[config.mk]
export PLATFORM = sky130hd
export DESIGN_NAME = bcd_display_shifter
export DESIGN_NICKNAME = d
export VERILOG_FILES = /design/src/rtl/bcd_display_shifter.sv
export SDC_FILE = /design/constraint.sdc
export NUM_CORES = 1
export LEC_CHECK = 0
export ABC_AREA = 1
export BUFFER_PORTS_ARGS = -buffer_cell sky130_fd_sc_hd__buf_2
export CELL_PAD_IN_SITES_DETAIL_PLACEMENT = 0
export CELL_PAD_IN_SITES_GLOBAL_PLACEMENT = 2
export CORE_MARGIN = 2
export CORE_UTILIZATION = 32
export DETAILED_ROUTE_END_ITERATION = 8
export GPL_TIMING_DRIVEN = 0
export HOLD_SLACK_MARGIN = 0.06
export PLACE_DENSITY = 0.83
export SLEW_MARGIN = 30
export SYNTH_ARGS = -nofsm -noshare
export SYNTH_HDL_FRONTEND = slang
export SYNTH_SLANG_ARGS = --single-unit
[constraint.sdc]
create_clock -name clk -period 1.75 [get_ports clk]
set_input_delay 0.525 -clock clk [delete_from_list [all_inputs] [get_ports clk]]
set_output_delay 0.525 -clock clk [all_outputs]
set_load 0.01 [all_outputs]
[src/rtl/bcd_display_shifter.sv]
// bcd_display_shifter
// Serialises the four BCD time digits as 7-segment bytes into an external
// 74HC595-style chain: 32 bits MSB first, then a storage-register latch pulse.
// Optional build macro: BLANK_LEADING_ZERO_EN -- blanks a zero tens-of-minutes digit.
module bcd_display_shifter #(
  parameter int CLK_DIV = 2
) (
  input  logic       clk,
  input  logic       reset,
  input  logic       start,
  input  logic [3:0] msd_minutes,
  input  logic [3:0] lsd_minutes,
  input  logic [3:0] msd_seconds,
  input  logic [3:0] lsd_seconds,
  output logic       sdata,
  output logic       sclk,
  output logic       latch,
  output logic       busy,
  output logic       done
);

  typedef enum logic [2:0] {
    IDLE     = 3'd0,
    SHIFT_LO = 3'd1,
    SHIFT_HI = 3'd2,
    LATCH    = 3'd3,
    DONE     = 3'd4
  } state_t;

  // Last divider count of each half shift-clock period.
  localparam logic [7:0] DIV_LAST = 8'(CLK_DIV - 1);

  // Segment byte {dp,g,f,e,d,c,b,a}, active-high; non-BCD values show a dash.
  function automatic logic [7:0] seg7(input logic [3:0] v);
    logic [7:0] s;
    case (v)
      4'd0:    s = 8'h3F;
      4'd1:    s = 8'h06;
      4'd2:    s = 8'h5B;
      4'd3:    s = 8'h4F;
      4'd4:    s = 8'h66;
      4'd5:    s = 8'h6D;
      4'd6:    s = 8'h7D;
      4'd7:    s = 8'h07;
      4'd8:    s = 8'h7F;
      4'd9:    s = 8'h6F;
      default: s = 8'h40;
    endcase
    return s;
  endfunction

  // Tens-of-minutes digit: optionally blank when zero.
  function automatic logic [7:0] seg_msd_min(input logic [3:0] v);
`ifdef BLANK_LEADING_ZERO_EN
    return (v == 4'd0) ? 8'h00 : seg7(v);
`else
    return seg7(v);
`endif
  endfunction

  state_t      state_q, state_d;
  logic [4:0]  bit_idx_q, bit_idx_d;
  logic [7:0]  div_q, div_d;
  logic [31:0] frame_q, frame_d;
  logic        sdata_q, sdata_d;
  logic        sclk_q, sclk_d;
  logic        latch_q, latch_d;
  logic        busy_q, busy_d;
  logic        done_q, done_d;

  logic [31:0] capture;
  logic [4:0]  bit_idx_dec;
  logic        div_last;

  // The dp bit of the units-of-minutes byte is the minutes.seconds separator.
  assign capture = {seg_msd_min(msd_minutes), seg7(lsd_minutes) | 8'h80,
                    seg7(msd_seconds), seg7(lsd_seconds)};
  assign bit_idx_dec = bit_idx_q - 5'd1;
  assign div_last    = (div_q == DIV_LAST);

  // Next-state and next-output logic; outputs are registered from these.
  always_comb begin
    state_d   = state_q;
    bit_idx_d = bit_idx_q;
    div_d     = div_q;
    frame_d   = frame_q;
    sdata_d   = sdata_q;
    sclk_d    = sclk_q;
    latch_d   = latch_q;
    busy_d    = busy_q;
    done_d    = 1'b0;
    case (state_q)
      IDLE: begin
        if (start) begin
          frame_d   = capture;
          bit_idx_d = 5'd31;
          div_d     = 8'd0;
          sdata_d   = capture[31];
          sclk_d    = 1'b0;
          busy_d    = 1'b1;
          state_d   = SHIFT_LO;
        end
      end
      SHIFT_LO: begin
        if (div_last) begin
          div_d   = 8'd0;
          sclk_d  = 1'b1;
          state_d = SHIFT_HI;
        end else begin
          div_d = div_q + 8'd1;
        end
      end
      SHIFT_HI: begin
        if (div_last) begin
          div_d  = 8'd0;
          sclk_d = 1'b0;
          if (bit_idx_q == 5'd0) begin
            sdata_d = 1'b0;
            latch_d = 1'b1;
            state_d = LATCH;
          end else begin
            bit_idx_d = bit_idx_dec;
            sdata_d   = frame_q[bit_idx_dec];
            state_d   = SHIFT_LO;
          end
        end else begin
          div_d = div_q + 8'd1;
        end
      end
      LATCH: begin
        if (div_last) begin
          div_d   = 8'd0;
          latch_d = 1'b0;
          busy_d  = 1'b0;
          done_d  = 1'b1;
          state_d = DONE;
        end else begin
          div_d = div_q + 8'd1;
        end
      end
      DONE: begin
        state_d = IDLE;
      end
      default: begin
        state_d = IDLE;
        sdata_d = 1'b0;
        sclk_d  = 1'b0;
        latch_d = 1'b0;
        busy_d  = 1'b0;
      end
    endcase
  end

  // State and output registers; reset aborts any frame without a latch pulse.
  always_ff @(posedge clk or posedge reset) begin
    if (reset) begin
      state_q   <= IDLE;
      bit_idx_q <= 5'd0;
      div_q     <= 8'd0;
      frame_q   <= 32'd0;
      sdata_q   <= 1'b0;
      sclk_q    <= 1'b0;
      latch_q   <= 1'b0;
      busy_q    <= 1'b0;
      done_q    <= 1'b0;
    end else begin
      state_q   <= state_d;
      bit_idx_q <= bit_idx_d;
      div_q     <= div_d;
      frame_q   <= frame_d;
      sdata_q   <= sdata_d;
      sclk_q    <= sclk_d;
      latch_q   <= latch_d;
      busy_q    <= busy_d;
      done_q    <= done_d;
    end
  end

  assign sdata = sdata_q;
  assign sclk  = sclk_q;
  assign latch = latch_q;
  assign busy  = busy_q;
  assign done  = done_q;

endmodule

==> impl_metrics.yaml, run 1 <==
status:
  status: "complete, no violations"
final_layout:
  mostFrequentLayoutCells: "nand2_1 (109), dfrtp_1 (50), o21ai_0 (37)"
  flow.area_growth_from_synthesis_pct: 16.9
  drive_gt1_frac: 0.180
  finalNetCount: 494
  final_core_util: 0.382
  stdcell_count: 582
  num_antenna_cells: 0
  final_common_cell: "nand2_1"
critical_path:
  worstSetupEndpointType: "register"
  cp-start-kind: "register"
  cp.required_ns: 1.96
  crit_type: "reg -> reg"
  crit_fanout: 6
  cp_data_arrival_time_ns: 1.86
logic_synthesis:
  synth_top_area_frac: 0.393
  synth_area_per_cell_sq_um: 7.73
  yosysTopAreaCell: "dfrtp_1"
  synth_flop_cell: "dfrtp_1"
  synth_area_leaders: "dfrtp_1 (39%), nand2_1 (13%), ha_1 (11%)"
  synth_edf_count: 0
  synth-async-reset-ratio: 1.00
  ys_ff_latch: 50
  synth_area_sq_mm: 0.00318
  yosysSeqAreaShare: 0.393
  ys_warn_count: 0
  synth_fp_nets: 458
  synth_cells: 412
  yosysUniqueCellTypes: 31
floorplan:
  die-area_sq_mm: 0.0108
  core_sq_mm: 0.00973
  num_io_pins: 24
  die_height_microns: 104
  start_util: 0.327
  fp-row-count: 36
  dieWidth_microns: 104
grt:
  first_global_vias: 2670
  antenna_found_initial: 0
  grt_usage: 0.144
  grt_overflow: 0
  grt_max_degree: 51
  grt_pass1_wl_microns: 12800
timing:
  finalCriticalPeriod_ns: 1.65
  tightest_slew_ns: 0.640
  relSlewSlack: 0.573
  report.final.setup_viol: 0
  setup_ws_ns: 0.105
  post-route-period-util: 0.940
  max_freq_mhz: 608
  rsz0062_at_grt: "yes"
  slew_viol_final: 0
  fin_setup_tns_ns: 0
  hold_violations: 0
  skew_ns: 0.00862
clocking:
  cts_root_buffer: "clkbuf_8"
  clk_path_buf_depth: 2
  clk_latency_ns: 0.31
  cts_tree: "yes"
  cts.sinks: 50
  cts.clk_slew.worst_paths_ns: 0.10
  cts_buffers: 5
  htreeDepth: 2
power:
  max-vdd-ir-drop_uv: 575
  internal-power_mw: 3.51
  p_sw_frac: 0.450
  seqPwrFrac: 0.314
  p_sw_mw: 2.87
  comb_power_share: 0.574
  total_power_mw: 6.38
  pwr-share-clk: 0.112
  power_leakage_nw: 1.86
  p_per_area_mw_per_mm2: 1720
route:
  drt_iter0_markers: 108
  drt-wirelength-per-cell_microns: 12.7
  drt_wl_total_microns: 7400
  vias_per_cell: 4.70
  num_vias: 2738
  dr.pass1.iters: 4
  antenna_left: 0
  route.detailed.drc: 0
placed_design:
  gp_congestion: 0.772
  post-place-ws_ns: -0.320
  portBuffers: 23
  placedCellCount: 568
  dpl.hpwl_microns: 5290
min_path:
  hp-class: "in -> async"
flow_run:
  max_cap_viol_count: 0
[repair_timing]
action                                  CTS  global route
pin swaps                                 0             9
hold buffers                              0             0
setup buffers                             1             6
endpoints found under the hold margin     0             0
resized for setup                        11            19
cloned                                    1             0
endpoints found under the setup margin    8             7
[worst max-delay path, stage by stage (launching register included)]
cell      delay [ns]
dfrtp_1         0.40
buf_8           0.13
inv_6           0.05
ha_4            0.20
buf_8           0.13
clkinv_8        0.06
buf_8           0.10
nand3_2         0.07
nand3_2         0.07
nand3_2         0.08
nand3_2         0.07
nand2_1         0.05
nand2_1         0.07
nand2_1         0.05
[power groups by stage]
| stage | registers (mW) | clock network (mW) | logic [mW] |
|---|---|---|---|
| 4_1_cts | 2.00 | 0.741 | 3.25 |
| 3_3_place_gp | 2.01 | 0 | 2.97 |
| 2_1_floorplan | 1.94 | 0 | 2.30 |
| 6_report | 2.00 | 0.716 | 3.66 |
| 3_5_place_dp | 2.01 | 0 | 3.01 |
| 5_1_grt | 2.06 | 0.783 | 4.16 |
[metal layers]
metal	vias up	GRT usage	wire length, microns
li1	1424	-	-
met1	1282	0.206	3820
met2	25	0.227	3350
met3	7	0.0239	142
met4	0	0.0376	82
met5	-	0	0
[cell families after synthesis]
family | share of synthesized area
AOI/OAI and AO/OA | 0.126
adders and majority gates | 0.106
buffers and inverters | 0.0719
DFF | 0.393
and+or+nand+nor | 0.303
[cell usage after synthesis, types with 2 or more instances]
cell type and n:
dfrtp_1 50, nand4_1 4, nor2_4 5, clkinv_1 2
o21ai_0 39, nor3_1 6, nand2_1 110, a2bb2oi_1 10
buf_2 5, nand3_1 39, nor2_1 28, inv_1 39
ha_1 27, a21oi_1 9, or2_2 3, nand2_2 2
o21a_1 3, nand3b_1 2, inv_2 6, o21ai_1 9
nand2_4 3, nor2_2 2
[state kept, by name, indices dropped and copies added, names as in the netlist]
name and cells:
bit_idx_q 5, busy 1, div_q 8, done 1
frame_q 29, latch 1, sclk 1, sdata 1
state_q 3
[area by class of cell]
cell class,instances,area (sq um)
plain buffers,7,62.6
clock buffers,7,86.3
clock inverters,1,5.00
fillers,1053,6010
inverters,47,196
multi-input cells,306,1760
flip-flops and latches,50,1250
well taps,133,166
repair buffers,31,193
[final timing paths]
| kind | from | to | slack [ns] | depth (start not counted) |
|---|---|---|---|---|
| max in group asynchronous | reset | frame_q[2]$_DFFE_PP0P_ | 1.01 | 2 |
| min reg2reg | sdata$_DFFE_PP0P_ | sdata$_DFFE_PP0P_ | 0.48 | 2 |
| min in group clk | lsd_minutes[3] | frame_q[22]$_DFFE_PP0P_ | 0.45 | 3 |
| min | reset | done$_DFF_PP0_ | 0.28 | 2 |
| max | bit_idx_q[0]$_DFFE_PP0P_ | sdata$_DFFE_PP0P_ | 0.10 | 13 |
| max reg2reg | bit_idx_q[0]$_DFFE_PP0P_ | sdata$_DFFE_PP0P_ | 0.10 | 13 |
[per-stage QoR]
stage / area [sq um] / hold WS (ns)
after floorplan: 3180 / 0.440
after global placement: 3470 / 0.457
after detailed placement: 3470 / 0.453
after CTS: 3620 / 0.323
after global routing: 3720 / 0.343
final: 3720 / 0.279
No activity file was read; power rests on OpenSTA's default activity.
==> run 2, diff against run 1 <==
--- a/config.mk
+++ b/config.mk
@@ -5,12 +5,11 @@
 export SDC_FILE = /design/constraint.sdc
 export NUM_CORES = 1
 export LEC_CHECK = 0
-export ABC_AREA = 1
 export BUFFER_PORTS_ARGS = -buffer_cell sky130_fd_sc_hd__buf_2
 export CELL_PAD_IN_SITES_DETAIL_PLACEMENT = 0
 export CELL_PAD_IN_SITES_GLOBAL_PLACEMENT = 2
 export CORE_MARGIN = 2
-export CORE_UTILIZATION = 32
+export CORE_UTILIZATION = 34
 export DETAILED_ROUTE_END_ITERATION = 8
 export GPL_TIMING_DRIVEN = 0
 export HOLD_SLACK_MARGIN = 0.06
==> run 2 against run 1 <==
Setup slack worse by 0.58 ns. Critical endpoint unchanged. Non-clock buffer count is 12 higher. Area after synthesis is 1.6% higher. Sequential power hardly changed. Die area is 4.2% lower. Worst hold slack hardly changed. The run now ends with setup timing left.
==> impl_metrics.yaml, run 2 <==
status:
  status: "finished with violations"
  violations: "setup timing"
floorplan:
  start_util: 0.350
  num_io_pins: 24
  fp-row-count: 35
  die-area_sq_mm: 0.0103
  dieWidth_microns: 102
  die_height_microns: 102
  core_sq_mm: 0.00924
power:
  power_leakage_nw: 1.74
  internal-power_mw: 3.30
  seqPwrFrac: 0.359
  max-vdd-ir-drop_uv: 518
  p_sw_mw: 2.25
  p_per_area_mw_per_mm2: 1420
  p_sw_frac: 0.406
  pwr-share-clk: 0.124
  comb_power_share: 0.517
timing:
  rsz0062_at_grt: "yes"
  relSlewSlack: 0.463
  max_freq_mhz: 449
  fin_hold_ws_ns: 0.280
  setup_ws_ns: -0.478
  hold_violations: 0
  post-route-period-util: 1.27
  finalCriticalPeriod_ns: 2.23
  slew_viol_final: 0
  report.final.setup_viol: 21
  skew_ns: 0.00569
  tightest_slew_ns: 0.799
final_layout:
  fillers: 936
  stdcell_count: 533
  finalNetCount: 449
  sequential_cell_area_sq_mm: 0.00125
  regMostFlops: "frame_q"
  multiInputGateArea_sq_mm: 0.00199
  largestRegisters: "frame_q (29), div_q (8), bit_idx_q (5)"
  mostFrequentLayoutCells: "nand2_1 (52), dfrtp_1 (48), nor2_1 (35)"
  num_antenna_cells: 0
  drive_gt1_frac: 0.218
  flow.area_growth_from_synthesis_pct: 20.5
  largest_reg_flops: 29
  final_core_util: 0.422
  final_common_cell: "nand2_1"
route:
  dr.pass1.iters: 4
  antenna_left: 0
  drt_wl_total_microns: 7090
  vias_per_cell: 4.93
  drt_iter0_markers: 96
  drt-wirelength-per-cell_microns: 13.3
  route.detailed.drc: 0
  num_vias: 2626
critical_path:
  crit_slowest_cell: "or4_1"
  slowest_delay_ns: 0.49
  cp-start-kind: "register"
  crit_fanout: 4
  cp_num_buf_inv: 1
  crit_chain: "inv_2 -> ha_4 -> or4b_4 -> nor4_4 -> nand4_1 -> or4_1 -> a21bo_2"
  worstSetupEndpointType: "register"
  crit_type: "reg -> reg"
  crit_family: "simple AND/OR/NAND/NOR gates"
  cp_data_arrival_time_ns: 2.48
  cp.required_ns: 2.00
grt:
  first_global_vias: 2517
  grt_pass1_wl_microns: 12200
  grt_usage: 0.147
  antenna_found_initial: 0
  grt_max_degree: 51
  grt_overflow: 0
clocking:
  cts.sinks: 50
  hold_buffers: 0
  htreeDepth: 2
  clk_latency_ns: 0.31
  cts_buffers: 5
  cts.clk_slew.worst_paths_ns: 0.09
  cts_root_buffer: "clkbuf_8"
  clk_path_buf_depth: 2
  cts_tree: "yes"
logic_synthesis:
  yosysUniqueCellTypes: 54
  yosysTopAreaCell: "dfrtp_1"
  synth.most_common_cell: "nand2_1"
  yosysSeqAreaShare: 0.387
  synth_area_leaders: "dfrtp_1 (39%), ha_1 (10%), nand2_1 (6.3%)"
  ys_ff_latch: 50
  synth_area_sq_mm: 0.00323
  synth_edf_count: 0
  synth_fp_nets: 413
  synth_top_area_frac: 0.387
  synth-async-reset-ratio: 1.00
  ys_warn_count: 0
  synth_flop_cell: "dfrtp_1"
  synth_area_per_cell_sq_um: 8.81
  netlist_top_cells_count: "nand2_1 (54), dfrtp_1 (50), nor2_1 (39)"
  synth_cells: 367
placed_design:
  dpl.hpwl_microns: 5070
  portBuffers: 17
  placedCellCount: 513
  gp_congestion: 0.792
min_path:
  hp-class: "in -> async"
flow_run:
  max_cap_viol_count: 0
==> run 2: changes by cell type after synthesis, sizes merged, moves of 8 or more <==
cell,delta
nand2b,+13
a2bb2oi,-10
a31oi,+8
clkbuf,+14
a21oi,+9
nand2,-61
nand3,-29
inv,-23
o21ai,-22
==> run 2: kinds of logic (layout without fill, tap and decap cells) <==
family,count (synthesis),in the layout,share of synthesized area
adders and majority gates,27,27,0.104
DFF,50,50,0.387
muxes,13,13,0.0608
buffers and inverters,45,82,0.0542
and+or+nand+nor,142,142,0.209
AOI/OAI and AO/OA,82,82,0.160
xor gates and xnor gates,8,8,0.0240
==> run 2: layer usage <==
metal,part of all wire,vias up,GRT usage
met5,0,-,0
met4,0.0065,0,0.0343
met3,0.017,5,0.0214
met2,0.49,27,0.257
met1,0.48,1250,0.192
li1,-,1344,-
==> run 2: worst paths after layout <==
path | cells after the start | to | slack, ns | from
max | 7 | sdata$_DFFE_PP0P_ | -0.48 | div_q[1]$_DFFE_PP0P_
min | 2 | state_q[1]$_DFFE_PP0P_ | 0.28 | reset
max reg2reg | 7 | sdata$_DFFE_PP0P_ | -0.48 | div_q[1]$_DFFE_PP0P_
min reg2reg | 2 | frame_q[0]$_DFFE_PP0P_ | 0.47 | frame_q[0]$_DFFE_PP0P_
max in group asynchronous | 2 | bit_idx_q[0]$_DFFE_PP0P_ | 1.01 | reset
min in group clk | 2 | frame_q[0]$_DFFE_PP0P_ | 0.47 | frame_q[0]$_DFFE_PP0P_
==> run 2: power by group through the flow <==
stage               clock network, mW  registers, mW  logic (mW)
floorplan                           0           1.89        1.80
global placement                    0           1.95        2.31
detailed placement                  0           1.96        2.34
CTS                             0.711           1.97        2.80
global route                    0.760           2.06        3.20
finish                          0.686           1.99        2.87
==> run 2: timing repair <==
item                       CTS  global route
pin swaps                   17             3
resized for setup           43            14
buffers inserted             9             5
gates cloned                 0             0
setup endpoints to repair   49            46
==> run 2: final cells by class <==
cell class / count / share of cell area
clock inverter: 3 / 0.00546
inverter: 24 / 0.0244
sequential: 50 / 0.322
multi-input combinational: 272 / 0.511
timing repair buffer: 31 / 0.0527
clock buffer: 5 / 0.0177
tap: 129 / 0.0414
buffer: 19 / 0.0257
==> run 2: metrics by stage <==
| stage | TNS [ns] | total power [mW] | area [sq um] | setup slack (ns) |
|---|---|---|---|---|
| 3_3_place_gp | -51.20 | 4.25 | 3520 | -0.664 |
| 5_1_grt | -9.09 | 6.02 | 3900 | -0.587 |
| 6_report | -7.03 | 5.54 | 3900 | -0.478 |
| 2_1_floorplan | -2.83 | 3.69 | 3270 | -0.316 |
| 4_1_cts | -6.04 | 5.49 | 3830 | -0.533 |
| 3_5_place_dp | -18.02 | 4.30 | 3520 | -0.589 |
